[src/rtl/segment_pkg.sv]
// Shared definitions for the segment transition controller: mode codes,
// controller states and the infinite-repeat marker.
package segment_pkg;

    localparam logic [7:0] TRANSITION_SYNC_IDX  = 8'h00;
    localparam logic [7:0] TRANSITION_SYS_TIME  = 8'h01;
    localparam logic [7:0] TRANSITION_GPIO      = 8'h02;
    localparam logic [7:0] TRANSITION_EXT       = 8'hF0;
    localparam logic [7:0] TRANSITION_IMMEDIATE = 8'hFF;

    // Wide enough for any REP_WIDTH up to 64; users slice the low bits.
    localparam logic [63:0] REP_INFINITE = '1;

    typedef enum logic [1:0] {
        ST_RUN,
        ST_WAIT_SYNC,
        ST_WAIT_TIME,
        ST_WAIT_GPIO
    } seg_state_t;

endpackage

[src/rtl/segment_transition_ctrl_gpio_sync.sv]
// Per-bit two-flop synchroniser followed by a rising-edge detector for the
// asynchronous GPIO trigger pins.
module gpio_edge_sync #(
    parameter int unsigned NUM_GPIO = 4
) (
    input  logic                CLK,
    input  logic                RST_N,
    input  logic [NUM_GPIO-1:0] GPIO_IN,
    output logic [NUM_GPIO-1:0] RISE
);

    logic [NUM_GPIO-1:0] meta_q;
    logic [NUM_GPIO-1:0] sync_q;
    logic [NUM_GPIO-1:0] prev_q;

    // Synchronise the pins and keep one older copy for edge detection.
    always_ff @(posedge CLK or negedge RST_N) begin
        if (!RST_N) begin
            meta_q <= '0;
            sync_q <= '0;
            prev_q <= '0;
        end else begin
            meta_q <= GPIO_IN;
            sync_q <= meta_q;
            prev_q <= sync_q;
        end
    end

    assign RISE = sync_q & ~prev_q;

endmodule

[src/rtl/segment_transition_ctrl.sv]
// Segment transition controller: owns the active segment, sample index and
// loop counter, and applies requested segment changes when their trigger
// (immediate, index wrap, system time or GPIO edge) arrives.
module segment_transition_ctrl
    import segment_pkg::*;
#(
    parameter  int unsigned NUM_SEGMENTS = 4,
    parameter  int unsigned IDX_WIDTH    = 16,
    parameter  int unsigned REP_WIDTH    = 32,
    parameter  int unsigned NUM_GPIO     = 4,
    localparam int unsigned SEG_W        = $clog2(NUM_SEGMENTS),
    localparam int unsigned GPIO_W       = $clog2(NUM_GPIO)
) (
    input  logic                 CLK,
    input  logic                 RST_N,
    input  logic                 UPDATE,
    input  logic [SEG_W-1:0]     REQ_SEGMENT,
    input  logic [7:0]           TRANSITION_MODE,
    input  logic [63:0]          TRANSITION_TIME,
    input  logic [IDX_WIDTH-1:0] CYCLE [NUM_SEGMENTS],
    input  logic [REP_WIDTH-1:0] REP [NUM_SEGMENTS],
    input  logic                 STEP,
    input  logic [63:0]          SYS_TIME,
    input  logic [NUM_GPIO-1:0]  GPIO_IN,
    output logic [SEG_W-1:0]     SEGMENT,
    output logic [IDX_WIDTH-1:0] IDX,
    output logic                 STOP,
    output logic                 PENDING,
    output logic                 SWITCHED,
    output logic                 REQ_ERR
);

    localparam logic [SEG_W-1:0]     LAST_SEG = SEG_W'(NUM_SEGMENTS - 1);
    localparam logic [REP_WIDTH-1:0] REP_INF  = REP_INFINITE[REP_WIDTH-1:0];

    seg_state_t           state_q, state_d;
    logic [SEG_W-1:0]     seg_q, seg_d;
    logic [IDX_WIDTH-1:0] idx_q, idx_d;
    logic [REP_WIDTH-1:0] loop_q, loop_d;
    logic                 stop_q, stop_d;
    logic                 ext_q, ext_d;
    logic                 switched_q, switched_d;
    logic                 req_err_q, req_err_d;
    logic [SEG_W-1:0]     req_seg_q, req_seg_d;
    logic [7:0]           mode_q, mode_d;
    logic [63:0]          time_q, time_d;
    logic                 time_hit_q, time_hit_d;

    logic [NUM_GPIO-1:0]  gpio_rise;
    logic [IDX_WIDTH-1:0] cycle_cur;
    logic [REP_WIDTH-1:0] rep_cur;
    logic                 at_end;
    logic                 trigger;
    logic                 accept;

    gpio_edge_sync #(
        .NUM_GPIO(NUM_GPIO)
    ) u_gpio_sync (
        .CLK    (CLK),
        .RST_N  (RST_N),
        .GPIO_IN(GPIO_IN),
        .RISE   (gpio_rise)
    );

    assign cycle_cur = CYCLE[seg_q];
    assign rep_cur   = REP[seg_q];
    // >= so a live CYCLE reduction below the current index wraps on the next STEP.
    assign at_end    = (idx_q >= cycle_cur);

    // State and playback registers.
    always_ff @(posedge CLK or negedge RST_N) begin
        if (!RST_N) begin
            state_q    <= ST_RUN;
            seg_q      <= '0;
            idx_q      <= '0;
            loop_q     <= '0;
            stop_q     <= 1'b0;
            ext_q      <= 1'b0;
            switched_q <= 1'b0;
            req_err_q  <= 1'b0;
            req_seg_q  <= '0;
            mode_q     <= '0;
            time_q     <= '0;
            time_hit_q <= 1'b0;
        end else begin
            state_q    <= state_d;
            seg_q      <= seg_d;
            idx_q      <= idx_d;
            loop_q     <= loop_d;
            stop_q     <= stop_d;
            ext_q      <= ext_d;
            switched_q <= switched_d;
            req_err_q  <= req_err_d;
            req_seg_q  <= req_seg_d;
            mode_q     <= mode_d;
            time_q     <= time_d;
            time_hit_q <= time_hit_d;
        end
    end

    // Next state: pending trigger first, then playback, then a new request.
    // A trigger applies the old request before a same-cycle UPDATE is
    // latched; an immediate UPDATE then overrides whatever the trigger did.
    always_comb begin
        state_d    = state_q;
        seg_d      = seg_q;
        idx_d      = idx_q;
        loop_d     = loop_q;
        stop_d     = stop_q;
        ext_d      = ext_q;
        switched_d = 1'b0;
        req_err_d  = 1'b0;
        req_seg_d  = req_seg_q;
        mode_d     = mode_q;
        time_d     = time_q;
        accept     = 1'b0;

        unique case (state_q)
            ST_WAIT_SYNC: trigger = STEP && (stop_q || at_end);
            ST_WAIT_TIME: trigger = time_hit_q;
            ST_WAIT_GPIO: trigger = gpio_rise[time_q[GPIO_W-1:0]];
            default:      trigger = 1'b0;
        endcase

        if (trigger) begin
            seg_d      = req_seg_q;
            idx_d      = '0;
            loop_d     = '0;
            stop_d     = 1'b0;
            ext_d      = (mode_q == TRANSITION_EXT);
            switched_d = 1'b1;
            state_d    = ST_RUN;
        end else if (STEP && !stop_q) begin
            if (at_end) begin
                if (rep_cur != REP_INF && loop_q >= rep_cur) begin
                    if (ext_q) begin
                        seg_d      = (seg_q == LAST_SEG) ? '0 : seg_q + 1'b1;
                        idx_d      = '0;
                        loop_d     = '0;
                        switched_d = 1'b1;
                    end else begin
                        idx_d  = cycle_cur;
                        stop_d = 1'b1;
                    end
                end else begin
                    idx_d  = '0;
                    loop_d = loop_q + 1'b1;
                end
            end else begin
                idx_d = idx_q + 1'b1;
            end
        end

        if (UPDATE) begin
            unique case (TRANSITION_MODE)
                TRANSITION_IMMEDIATE, TRANSITION_EXT: begin
                    accept     = 1'b1;
                    seg_d      = REQ_SEGMENT;
                    idx_d      = '0;
                    loop_d     = '0;
                    stop_d     = 1'b0;
                    ext_d      = (TRANSITION_MODE == TRANSITION_EXT);
                    switched_d = 1'b1;
                    state_d    = ST_RUN;
                end
                TRANSITION_SYNC_IDX: begin
                    accept  = 1'b1;
                    state_d = ST_WAIT_SYNC;
                end
                TRANSITION_SYS_TIME: begin
                    accept  = 1'b1;
                    state_d = ST_WAIT_TIME;
                end
                TRANSITION_GPIO: begin
                    accept  = 1'b1;
                    state_d = ST_WAIT_GPIO;
                end
                default: req_err_d = 1'b1;
            endcase
            if (accept) begin
                req_seg_d = REQ_SEGMENT;
                mode_d    = TRANSITION_MODE;
                time_d    = TRANSITION_TIME;
            end
        end

        // Cleared on a new request so a hit computed against the old
        // threshold cannot fire the replacement request.
        time_hit_d = accept ? 1'b0 : (SYS_TIME >= time_q);
    end

    assign SEGMENT  = seg_q;
    assign IDX      = idx_q;
    assign STOP     = stop_q;
    assign PENDING  = (state_q != ST_RUN);
    assign SWITCHED = switched_q;
    assign REQ_ERR  = req_err_q;

endmodule
[config.mk]
export PLATFORM = sky130hd
export DESIGN_NAME = segment_transition_ctrl
export DESIGN_NICKNAME = d
export VERILOG_FILES = /design/src/rtl/segment_pkg.sv /design/src/rtl/segment_transition_ctrl_gpio_sync.sv /design/src/rtl/segment_transition_ctrl.sv
export SDC_FILE = /design/constraint.sdc
export NUM_CORES = 1
export LEC_CHECK = 0
export BUFFER_PORTS_ARGS = -buffer_cell sky130_fd_sc_hd__buf_2
export CAP_MARGIN = 5
export CORE_AREA = 10 10 198 200
export CTS_BUF_LIST = sky130_fd_sc_hd__clkbuf_8
export DETAILED_ROUTE_END_ITERATION = 12
export DIE_AREA = 0 0 208 210
export GPL_TIMING_DRIVEN = 0
export PLACE_DENSITY = 0.52
export SYNTH_ARGS = -nofsm -noshare
export SYNTH_HDL_FRONTEND = slang
export SYNTH_SLANG_ARGS = --single-unit
[constraint.sdc]
create_clock -name CLK -period 6.7 [get_ports CLK]
set_input_delay 0.335 -clock CLK [delete_from_list [all_inputs] [get_ports CLK]]
set_output_delay 0.335 -clock CLK [all_outputs]
set_load 0.01 [all_outputs]
==> metrics.cfg <==
[final_layout]
area_delta_synth_final_pct = 28.2
multiInputGateArea_sq_um = 6160
drive_gt1_share_pct = 37.5
final_area_sq_um = 13400
area.sequential_sq_um = 3580
fin_nets = 1859
fillers = 3617
layout_commonest_cell = buf_2
final_cell_mix = buf_2, dfrtp_1, inv_1
final_util_pct = 37.9

[grt]
track_usage_pct = 16.8
grt_pass1_wl_microns = 58000
grt_max_degree = 74
grt_pass1_vias = 10300
antenna_found_initial = 23
grt_overflow = 0

[floorplan]
initial_core_util_pct = 29.6
die_x_microns = 208
num_rows = 69
pin_count = 360
coreArea_sq_um = 35200
fp.dieArea_sq_um = 43700
die_height_microns = 210

[synthesis]
yosysSeqAreaShare_pct = 34.3
synthArstFlopShare_pct = 100
yosys-top-cells-area = dfrtp_1, ha_1, mux4_2, mux2_2, inv_1
synth_top_area_share_pct = 34.3
yosys_register_bits = 143
syn-num-nets = 1475
synth_warnings = 0
yosys_most_used_dff = dfrtp_1
syn_area_per_cell_sq_um = 10.2
synth_edf_count = 0
synth_largest_area_cell = dfrtp_1
synth_area_sq_um = 10400
yosysUniqueCellTypes = 69
syn_inst = 1022

[timing]
min_period_over_period_pct = 80.9
rsz0062_at_grt = false
drv_slew = 0
totalNegativeSetupSlack_ns = 0
setup_viol = 0
max_slew_margin_pct = 34.8
fin_hold_ws_ns = 0.0838
hold_viol = 0
fin_crit_ns = 5.42
fmax_mhz = 184
tightest_slew_ns = 0.978
finClkSkew_ns = 0.0204

[power_and_ir_drop]
power.leakage_nw = 6.69
power_density_nw_per_um2 = 276
ir_drop_uv = 139

[flow_run]
drv_cap = 0

[worst_setup_path]
critPathArrivalTime_ns = 5.75
cp.required_ns = 7.03
cp_max_fo = 10
endpoint_kind = flip-flop
critPathKind = flip-flop to flip-flop
setup.worst_path.start_class = flip-flop

[clock_network]
cts_tree = built
numCtsBuffers = 17
root_buffer = clkbuf_8
cts_sinks = 143
path_clk_slew_ns = 0.10
cts_max_level = 4
clk_latency_ns = 0.48
clockBufferDepth = 2
cts_setup_buffers = 0
cts_resized = 0
ctsHoldBuffers = 5

[detailed_routing]
viasPerCell = 5.07
routed_wirelength_microns = 37500
wl_per_cell_microns = 19.9
post-route-drc-count = 0
via_count = 9570
drt_iter0_markers = 390
ant_nets = 0
firstDrtPassIters = 5

[placement]
numPortBuffers = 359
gp_congestion = 0.830
post_dp_cell_area_sq_um = 12800
dp_hpwl_microns = 30700

[hold_path]
min_path_type = primary input to flip-flop

[outcome]
status = complete, no violations

-- Yosys cell counts, types with 5 or more instances --
master / count
dfrtp_1: 143
inv_1: 127
ha_1: 115
mux2_2: 69
nand3_1: 57
a21oi_1: 56
nand2_1: 56
mux4_2: 48
nor2_1: 40
nand4_1: 38
a21o_1: 33
o21ai_0: 22
clkbuf_1: 19
and3_1: 14
or4_1: 13
nor3_1: 12
a31oi_1: 9
nor4_1: 9
a211oi_1: 7
buf_2: 7
nand2b_1: 7
or3_1: 7
a2111oi_0: 6
a221oi_1: 6
buf_1: 6
a41o_1: 5
and4_1: 5
xor2_1: 5
-- worst max-delay path, cell delays in order (launching register included) --
cell	delay, ns
dfrtp_1	0.50
clkbuf_1	0.73
clkbuf_1	0.66
mux4_2	0.46
ha_1	0.29
nand2b_1	0.09
a31oi_1	0.08
o311a_1	0.33
o31a_1	0.35
a31oi_1	0.51
or2_1	0.18
clkbuf_1	0.26
buf_2	0.32
buf_2	0.34
o22ai_1	0.14
-- kinds of logic (layout without fill, tap and decap cells) --
logic type      Yosys count  in the layout  synth area share [%]
flops                   143            143                  34.3
compound gates          190            190                  12.3
simple gates            278            278                  14.0
fa+ha+maj               115            115                  13.8
buf+inv                 166            562                  6.58
xor+xnor                  9              9                 0.756
other cells               0              9                     0
mux                     121            121                  18.2
-- report_power, final --
group / internal [mW] / switching (mW) / leakage, nW / total (mW)
Clock: 0.439 / 0.385 / 0.227 / 0.824
Sequential: 1.01 / 0.135 / 1.87 / 1.14
Combinational: 0.817 / 0.901 / 4.60 / 1.72
Total: 2.27 / 1.42 / 6.69 / 3.69
-- flip-flops by register name, indices dropped and copies added, names as in the netlist --
| signal | count |
|---|---|
| time_q | 64 |
| loop_q | 32 |
| IDX | 16 |
| mode_q | 8 |
| u_gpio_sync.meta_q | 4 |
| u_gpio_sync.prev_q | 4 |
| u_gpio_sync.sync_q | 4 |
| SEGMENT | 2 |
| req_seg_q | 2 |
| state_q | 2 |
| REQ_ERR | 1 |
| STOP | 1 |
| SWITCHED | 1 |
| ext_q | 1 |
| time_hit_q | 1 |
-- final cells by class --
class                      count  share of cell area (%)
sequential                   143                    26.8
tap                          461                    4.32
buffer                        39                    1.56
clock buffer                  20                    2.06
inverter                     127                    3.57
multi-input combinational    713                    46.1
timing repair buffer         365                    14.1
antenna                        9                   0.169
clock inverter                11                    1.32
-- per-layer routing --
metal,track usage (%),vias up,wire (microns)
met4,3.75,26,438
met1,19.6,4629,15400
met5,0,-,171
met2,28.6,275,18600
met3,6.68,52,2900
li1,-,4588,-
-- through the flow --
step | worst slack (ns) | cells | total power, mW
floorplan | 2.51 | 1022 | 2.32
detailed placement | 1.20 | 1843 | 2.90
global route | 0.935 | 1885 | 4.00
finish | 1.28 | 1888 | 3.69
global placement | 1.24 | 1842 | 2.86
CTS | 1.17 | 1879 | 3.76
-- final timing paths --
kind                                  startpoint               endpoint  slack [ns]  depth (start not counted)
max                                   SEGMENT[1]             loop_q[21]        1.28                         14
min reg2reg                u_gpio_sync.meta_q[0]  u_gpio_sync.sync_q[0]        0.35                          0
min                          TRANSITION_TIME[57]             time_q[57]        0.08                          2
min in group asynchronous                  RST_N                 IDX[5]        0.42                          2
max reg2reg                           SEGMENT[1]             loop_q[21]        1.28                         14
max in group asynchronous                  RST_N             time_q[54]        5.47                          3
Power figures use the tool's default switching activity.
